### src/rtl/sar_pkg.sv
// Shared types and constants for the SAR ADC digital controller.
// Bit vectors are declared [0:N_BITS-1] so index 0 is the MSB.
package sar_pkg;

    localparam int N_BITS = 10;

    typedef enum logic [1:0] {
        SAMPLE,
        CONV,
        DONE
    } sar_state_t;

    typedef logic [0:N_BITS-1] sar_word_t;

    localparam sar_word_t MSB_FLAG = {1'b1, {(N_BITS-1){1'b0}}};

endpackage

### src/rtl/sar_if.sv
// Comparator inputs and DAC/result outputs of the SAR controller.
// The master modport is the controller; the slave modport is the analog front end.
interface sar_if;
    import sar_pkg::*;

    logic      COMP_P;
    logic      COMP_N;
    logic      CLKS;
    logic      CLKSB;
    logic      EOC;
    sar_word_t CF;
    sar_word_t DOUT;
    sar_word_t CDAC_P;
    sar_word_t CDAC_N;

    modport master (
        input  COMP_P, COMP_N,
        output CLKS, CLKSB, EOC, CF, DOUT, CDAC_P, CDAC_N
    );

    modport slave (
        output COMP_P, COMP_N,
        input  CLKS, CLKSB, EOC, CF, DOUT, CDAC_P, CDAC_N
    );

endinterface

### src/rtl/sar_bit_seq.sv
// One-hot bit-cycle sequencer: loads the MSB flag on start, walks towards the
// LSB one position per clock, and empties itself after the last bit.
module sar_bit_seq
    import sar_pkg::*;
(
    input  logic      clk,
    input  logic      rst_n,
    input  logic      start,
    output sar_word_t cf,
    output logic      last
);

    // NOTE: sequential state uses non-blocking assignments so every register
    // samples the pre-edge values of its neighbours.
    always_ff @(posedge clk or negedge rst_n) begin
        if (!rst_n) begin
            cf <= '0;
        end else if (start) begin
            cf <= MSB_FLAG;
        end else begin
            cf <= cf >> 1;
        end
    end

    assign last = cf[N_BITS-1];

endmodule

### src/rtl/sar_controller.sv
// Free-running SAR conversion FSM: SAMPLE -> CONV (one bit per cycle) -> DONE,
// driving monotonic CDAC switching and publishing the result with an EOC strobe.
module sar_controller
    import sar_pkg::*;
#(
    parameter int SAMPLE_CYCLES = 1
) (
    input  logic      CLK,
    input  logic      RST,
    sar_if.master     bus
);

    localparam int CNT_W = (SAMPLE_CYCLES > 1) ? $clog2(SAMPLE_CYCLES) : 1;

    sar_state_t       state;
    logic [CNT_W-1:0] sample_cnt;
    logic             clks;
    logic             eoc;
    sar_word_t        result;
    sar_word_t        dout;
    sar_word_t        cdac_p;
    sar_word_t        cdac_n;
    sar_word_t        cf;
    logic             last_bit;
    logic             sample_done;
    sar_word_t        set_p;
    sar_word_t        set_n;

    assign sample_done = (sample_cnt == CNT_W'(SAMPLE_CYCLES - 1));

    sar_bit_seq u_bit_seq (
        .clk   (CLK),
        .rst_n (RST),
        .start (state == SAMPLE && sample_done),
        .cf    (cf),
        .last  (last_bit)
    );

    // The active CF bit selects which switch closes; the decision uses COMP_P only.
    assign set_p = bus.COMP_P ? cf : '0;
    assign set_n = bus.COMP_P ? '0 : cf;

    always_ff @(posedge CLK or negedge RST) begin
        if (!RST) begin
            state      <= SAMPLE;
            sample_cnt <= '0;
            clks       <= 1'b1;
            eoc        <= 1'b0;
            result     <= '0;
            dout       <= '0;
            cdac_p     <= '0;
            cdac_n     <= '0;
        end else begin
            eoc <= 1'b0;
            unique case (state)
                SAMPLE: begin
                    result <= '0;
                    cdac_p <= '0;
                    cdac_n <= '0;
                    if (sample_done) begin
                        sample_cnt <= '0;
                        clks       <= 1'b0;
                        state      <= CONV;
                    end else begin
                        sample_cnt <= sample_cnt + 1'b1;
                    end
                end
                CONV: begin
                    result <= result | set_p;
                    cdac_p <= cdac_p | set_p;
                    cdac_n <= cdac_n | set_n;
                    if (last_bit) begin
                        dout  <= result | set_p;
                        eoc   <= 1'b1;
                        state <= DONE;
                    end
                end
                DONE: begin
                    // Both arrays return to reset as the input is tracked again.
                    clks   <= 1'b1;
                    result <= '0;
                    cdac_p <= '0;
                    cdac_n <= '0;
                    state  <= SAMPLE;
                end
                default: state <= SAMPLE;
            endcase
        end
    end

    assign bus.CLKS   = clks;
    assign bus.CLKSB  = ~clks;
    assign bus.EOC    = eoc;
    assign bus.CF     = cf;
    assign bus.DOUT   = dout;
    assign bus.CDAC_P = cdac_p;
    assign bus.CDAC_N = cdac_n;

endmodule

### src/flat_wrapper.sv
// flat-port wrapper written by rule: the top's interface ports become plain ports
module sar_controller_flat import sar_pkg::*;
#(
    parameter int SAMPLE_CYCLES = 1
)
  (CLK, RST, bus_COMP_P, bus_COMP_N, bus_CLKS, bus_CLKSB, bus_EOC, bus_CF, bus_DOUT, bus_CDAC_P, bus_CDAC_N);
  sar_if bus_i ();
  input  logic CLK;
  input  logic RST;
  input wire logic [$bits(bus_i.COMP_P)-1:0] bus_COMP_P;
  input wire logic [$bits(bus_i.COMP_N)-1:0] bus_COMP_N;
  output wire logic [$bits(bus_i.CLKS)-1:0] bus_CLKS;
  output wire logic [$bits(bus_i.CLKSB)-1:0] bus_CLKSB;
  output wire logic [$bits(bus_i.EOC)-1:0] bus_EOC;
  output wire logic [$bits(bus_i.CF)-1:0] bus_CF;
  output wire logic [$bits(bus_i.DOUT)-1:0] bus_DOUT;
  output wire logic [$bits(bus_i.CDAC_P)-1:0] bus_CDAC_P;
  output wire logic [$bits(bus_i.CDAC_N)-1:0] bus_CDAC_N;
  assign bus_i.COMP_P = bus_COMP_P;
  assign bus_i.COMP_N = bus_COMP_N;
  assign bus_CLKS = bus_i.CLKS;
  assign bus_CLKSB = bus_i.CLKSB;
  assign bus_EOC = bus_i.EOC;
  assign bus_CF = bus_i.CF;
  assign bus_DOUT = bus_i.DOUT;
  assign bus_CDAC_P = bus_i.CDAC_P;
  assign bus_CDAC_N = bus_i.CDAC_N;
  sar_controller #(.SAMPLE_CYCLES(SAMPLE_CYCLES)) u_core (.CLK(CLK), .RST(RST), .bus(bus_i));
endmodule
### config.mk
export PLATFORM = sky130hd
export DESIGN_NAME = sar_controller_flat
export DESIGN_NICKNAME = d
export VERILOG_FILES = /design/src/rtl/sar_pkg.sv /design/src/rtl/sar_if.sv /design/src/rtl/sar_bit_seq.sv /design/src/rtl/sar_controller.sv /design/src/flat_wrapper.sv
export SDC_FILE = /design/constraint.sdc
export NUM_CORES = 1
export LEC_CHECK = 0
export CAP_MARGIN = 20
export CORE_AREA = 2 2 68 70
export DETAILED_ROUTE_END_ITERATION = 6
export DIE_AREA = 0 0 70 72
export PLACE_DENSITY = 0.75
export SLEW_MARGIN = 25
export SYNTH_ARGS = -nofsm -noshare
export SYNTH_HDL_FRONTEND = slang
export SYNTH_SLANG_ARGS = --single-unit
### constraint.sdc
create_clock -name CLK -period 1.5 [get_ports CLK]
set_input_delay 0.3 -clock CLK [delete_from_list [all_inputs] [get_ports CLK]]
set_output_delay 0.3 -clock CLK [all_outputs]
set_load 0.01 [all_outputs]
==> impl_metrics.xml <==
<?xml version="1.0" encoding="UTF-8"?>
<metrics>
  <group name="cells_and_area">
    <metric name="num_antenna_cells" unit="">0</metric>
    <metric name="count_of_placed_standard_cells_in_the_final_layout_fillers_left_out" unit="">253</metric>
    <metric name="num-nets-final" unit="">204</metric>
    <metric name="syn_to_final_growth" unit="%">30.56</metric>
    <metric name="number_of_fillers_in_the_final_layout" unit="">357</metric>
    <metric name="layout-drive-gt1-share" unit="">0.1592</metric>
  </group>
  <group name="critical_path">
    <metric name="r2r-start" unit="">u_core.state[0]</metric>
    <metric name="worstPathMaxFanout" unit="">3</metric>
    <metric name="reg2regPathDepth" unit="">4</metric>
    <metric name="cp-end-kind" unit="">output port</metric>
    <metric name="critPathLaunch" unit="">u_core.bus.CLKS</metric>
    <metric name="critPathKind" unit="">flop to output port</metric>
    <metric name="worstPathArrival" unit="ps">1150</metric>
    <metric name="critPathRequiredTime" unit="ps">1200</metric>
    <metric name="r2r-end" unit="">u_core.u_bit_seq.cf[7]</metric>
    <metric name="worst-r2r-setup-slack" unit="ps">270</metric>
    <metric name="critical_path.endpoint" unit="">bus_CLKSB</metric>
    <metric name="timing.critical_path.from_type" unit="">flop</metric>
  </group>
  <group name="routing">
    <metric name="drt_first_iter_violations" unit="">104</metric>
    <metric name="detail_route.wl_per_cell" unit="um">16.20</metric>
    <metric name="detailedRoute.firstPassIterationCount" unit="">4</metric>
    <metric name="drt_wl_total" unit="um">4099</metric>
    <metric name="via_per_inst" unit="">5.209</metric>
    <metric name="number_of_nets_with_antenna_violations_after_detailed_routing" unit="">0</metric>
    <metric name="route.detailed.drc" unit="">0</metric>
    <metric name="via_count" unit="">1318</metric>
  </group>
  <group name="hold_path">
    <metric name="worst_hold_check_path_type" unit="">primary input to async pin</metric>
  </group>
  <group name="synthesis">
    <metric name="synth.avg_cell_area" unit="um^2">14.21</metric>
    <metric name="total_of_flip_flops_plus_latches_after_synthesis" unit="">54</metric>
    <metric name="yosys_warnings" unit="">0</metric>
    <metric name="post_synth_num_cell_types" unit="">18</metric>
    <metric name="synth.cell_area" unit="um^2">2018</metric>
    <metric name="syn-num-nets" unit="">146</metric>
    <metric name="seq_area_frac_synth" unit="">0.6702</metric>
    <metric name="post_synth_inst_count" unit="">142</metric>
  </group>
  <group name="sta">
    <metric name="final_setup_violating_endpoints" unit="">0</metric>
    <metric name="finalCritPeriodShare" unit="">0.9692</metric>
    <metric name="report.final.hold_viol_count" unit="">0</metric>
    <metric name="finalClockSkew" unit="ps">4.683</metric>
    <metric name="slew_viol_final" unit="">0</metric>
    <metric name="timing_worst_slew_pin_value" unit="ps">341.8</metric>
    <metric name="min_period" unit="ps">1454</metric>
    <metric name="highest_achievable_clock_rate" unit="MHz">687.9</metric>
    <metric name="rsz0062_at_grt" unit="">false</metric>
    <metric name="slew_headroom" unit="">0.7721</metric>
  </group>
  <group name="pwr">
    <metric name="power_leakage" unit="nW">1.475</metric>
    <metric name="fin_total_pwr" unit="mW">2.410</metric>
    <metric name="power_density" unit="nW/um^2">914.7</metric>
    <metric name="irDropWorstVdd" unit="mV">0.6466</metric>
  </group>
  <group name="cts">
    <metric name="htreeDepth" unit="">2</metric>
    <metric name="clock_insertion_delay_worst_skew" unit="ps">310</metric>
    <metric name="clockBufferDepth" unit="">2</metric>
    <metric name="cts_num_sinks" unit="">54</metric>
    <metric name="cts_buffers" unit="">5</metric>
    <metric name="cts.root.buffer_cell" unit="">sky130_fd_sc_hd__clkbuf_8</metric>
    <metric name="tritoncts" unit="">yes</metric>
    <metric name="path_clk_slew" unit="ps">90</metric>
  </group>
  <group name="place">
    <metric name="io_buffer_count" unit="">45</metric>
    <metric name="hpwlAfterDp" unit="um">2800</metric>
    <metric name="routability_driven_placement_congestion_ratio" unit="">0.7545</metric>
    <metric name="place.detailed.instances" unit="">244</metric>
  </group>
  <group name="die">
    <metric name="design.core.area" unit="um^2">4264</metric>
    <metric name="dieWidth" unit="um">70</metric>
    <metric name="row_count" unit="">24</metric>
    <metric name="i_o_pin_total" unit="">47</metric>
    <metric name="die_height" unit="um">72</metric>
    <metric name="floorplan.die_area" unit="um^2">5040</metric>
    <metric name="initial_core_util" unit="">0.4733</metric>
  </group>
  <group name="global_route">
    <metric name="grt_overflow" unit="">0</metric>
    <metric name="grt_use_total" unit="">0.1767</metric>
    <metric name="first_pass_grt_wire_length" unit="um">6858</metric>
    <metric name="grt_pass1_vias" unit="">1349</metric>
    <metric name="initial_antenna_violation_count" unit="">0</metric>
    <metric name="largest_net_degree_at_the_start_of_global_routing" unit="">55</metric>
  </group>
  <group name="flow_run">
    <metric name="max_cap_viol_count" unit="">0</metric>
  </group>
  <group name="run_status">
    <metric name="run_status" unit="">completed</metric>
  </group>
</metrics>
==> layout make-up <==
cell class                 instances  area [um^2]  area share
sequential                        54         1354      0.5138
tap                               52        65.06     0.02469
clock buffer                       7        86.33     0.03276
clock inverter                     1        5.005    0.001899
inverter                          12        45.04     0.01709
multi-input combinational         66        534.3      0.2028
timing repair buffer              61        545.5      0.2070
==> synth_stat cells, drive strengths merged <==
| cell type | n | area share |
|---|---|---|
| mux2 | 1 | 0.0056 |
| inv | 12 | 0.022 |
| nor2 | 2 | 0.0037 |
| nor2b | 8 | 0.025 |
| a21oi | 10 | 0.025 |
| mux2i | 10 | 0.050 |
| and2b | 1 | 0.0037 |
| dfrtp | 53 | 0.66 |
| buf | 6 | 0.036 |
| a22o | 30 | 0.13 |
| dfstp | 1 | 0.013 |
| clkbuf | 4 | 0.0074 |
| and3b | 3 | 0.014 |
| nor3b | 1 | 0.0062 |
==> cells by family (layout without fill, tap and decap cells) <==
kind of cell / count (synthesis) / in the layout / synth area share
simple gates: 15 / 15 / 0.05208
buf+inv: 22 / 81 / 0.06571
mux: 11 / 11 / 0.05518
compound gates: 40 / 40 / 0.1569
flops: 54 / 54 / 0.6702
==> placed cells by master (no fill, tap or decap) <==
cell / Yosys / layout
sky130_fd_sc_hd__clkbuf_1: 4 / 1
sky130_fd_sc_hd__buf_4: 1 / 14
sky130_fd_sc_hd__clkbuf_8: 0 / 6
sky130_fd_sc_hd__dlymetal6s2s_1: 0 / 5
sky130_fd_sc_hd__and3b_2: 1 / 2
sky130_fd_sc_hd__a22o_1: 27 / 27
sky130_fd_sc_hd__a22o_2: 3 / 3
sky130_fd_sc_hd__buf_2: 0 / 1
sky130_fd_sc_hd__dfrtp_1: 53 / 52
sky130_fd_sc_hd__a21oi_1: 10 / 10
sky130_fd_sc_hd__dfstp_2: 1 / 1
sky130_fd_sc_hd__clkdlybuf4s50_1: 0 / 1
sky130_fd_sc_hd__nor2b_1: 8 / 8
sky130_fd_sc_hd__dlygate4sd2_1: 0 / 38
sky130_fd_sc_hd__dlygate4sd3_1: 0 / 1
sky130_fd_sc_hd__nor3b_2: 1 / 1
sky130_fd_sc_hd__buf_12: 1 / 1
sky130_fd_sc_hd__nor2_1: 2 / 2
sky130_fd_sc_hd__mux2i_1: 10 / 10
sky130_fd_sc_hd__and2b_1: 1 / 1
sky130_fd_sc_hd__mux2_2: 1 / 1
sky130_fd_sc_hd__inv_1: 12 / 12
sky130_fd_sc_hd__clkinv_2: 0 / 1
sky130_fd_sc_hd__and3b_1: 2 / 1
sky130_fd_sc_hd__dfrtp_2: 0 / 1
==> flip-flops by register name, indices dropped and copies added (netlist names) <==
signal	count
u_core.bus.CDAC_N	10
u_core.bus.CDAC_P	10
u_core.bus.DOUT	10
u_core.result	10
u_core.u_bit_seq.cf	10
u_core.state	2
u_core.bus.CLKS	1
u_core.bus.EOC	1
==> layer usage <==
metal | vias up | routed length [um] | GRT usage
li1 | 611 | - | -
met1 | 664 | 1933 | 0.2382
met2 | 36 | 1915 | 0.2815
met3 | 7 | 162 | 0.03333
met4 | 0 | 88 | 0.08333
met5 | - | 0 | 0
==> critical path, stage by stage, from the launching register on <==
cell	delay (ps)
sky130_fd_sc_hd__dfstp_2	550
sky130_fd_sc_hd__inv_1	30
sky130_fd_sc_hd__dlygate4sd2_1	270
==> worst min-delay path by stage <==
| stage | startpoint | slack (ps) | endpoint | depth (start not counted) |
|---|---|---|---|---|
| finish | RST | 500 | u_core.u_bit_seq.cf[0] | 3 |
| global route | u_core.bus.CDAC_P[0] | 530 | u_core.bus.CDAC_P[0] | 1 |
| CTS | u_core.u_bit_seq.cf[0] | 500 | u_core.state[0] | 1 |
| detailed placement | RST | 310 | u_core.bus.DOUT[1] | 2 |
| global placement | RST | 310 | u_core.bus.CDAC_P[1] | 2 |
| floorplan | RST | 4 | u_core.bus.CDAC_N[0] | 0 |
==> stage by stage <==
| step | hold WS [ps] | utilization | setup WS (ps) | setup TNS (ps) | area [um^2] |
|---|---|---|---|---|---|
| 3_5_place_dp | 314.8 | 0.6018 | -167.7 | -3038 | 2566 |
| 5_1_grt | 530.7 | 0.6180 | 9.580 | 0 | 2635 |
| 4_1_cts | 503.4 | 0.6147 | 1.680 | 0 | 2621 |
| 3_3_place_gp | 306.7 | 0.6018 | -130.4 | -2490 | 2566 |
| 2_1_floorplan | 4.409 | - | 327.8 | 0 | 2018 |
| 6_report | 500.2 | 0.6180 | 46.26 | 0 | 2635 |
==> repair_timing <==
action | CTS | global route
endpoints found under the setup margin | 38 | 18
hold endpoints to repair | 53 | 0
resized for setup | 39 | 6
cloned | 0 | 0
setup buffers | 0 | 0
hold buffers | 1 | 0
==> where the power goes <==
part | leakage, nW | internal (mW) | total [mW] | switching (mW)
clock network | 0.0482 | 0.373 | 0.827 | 0.453
logic | 0.709 | 0.0420 | 0.108 | 0.0664
registers | 0.718 | 1.47 | 1.48 | 0.00649
total | 1.48 | 1.88 | 2.41 | 0.526
(Power assumes the default switching activity.)
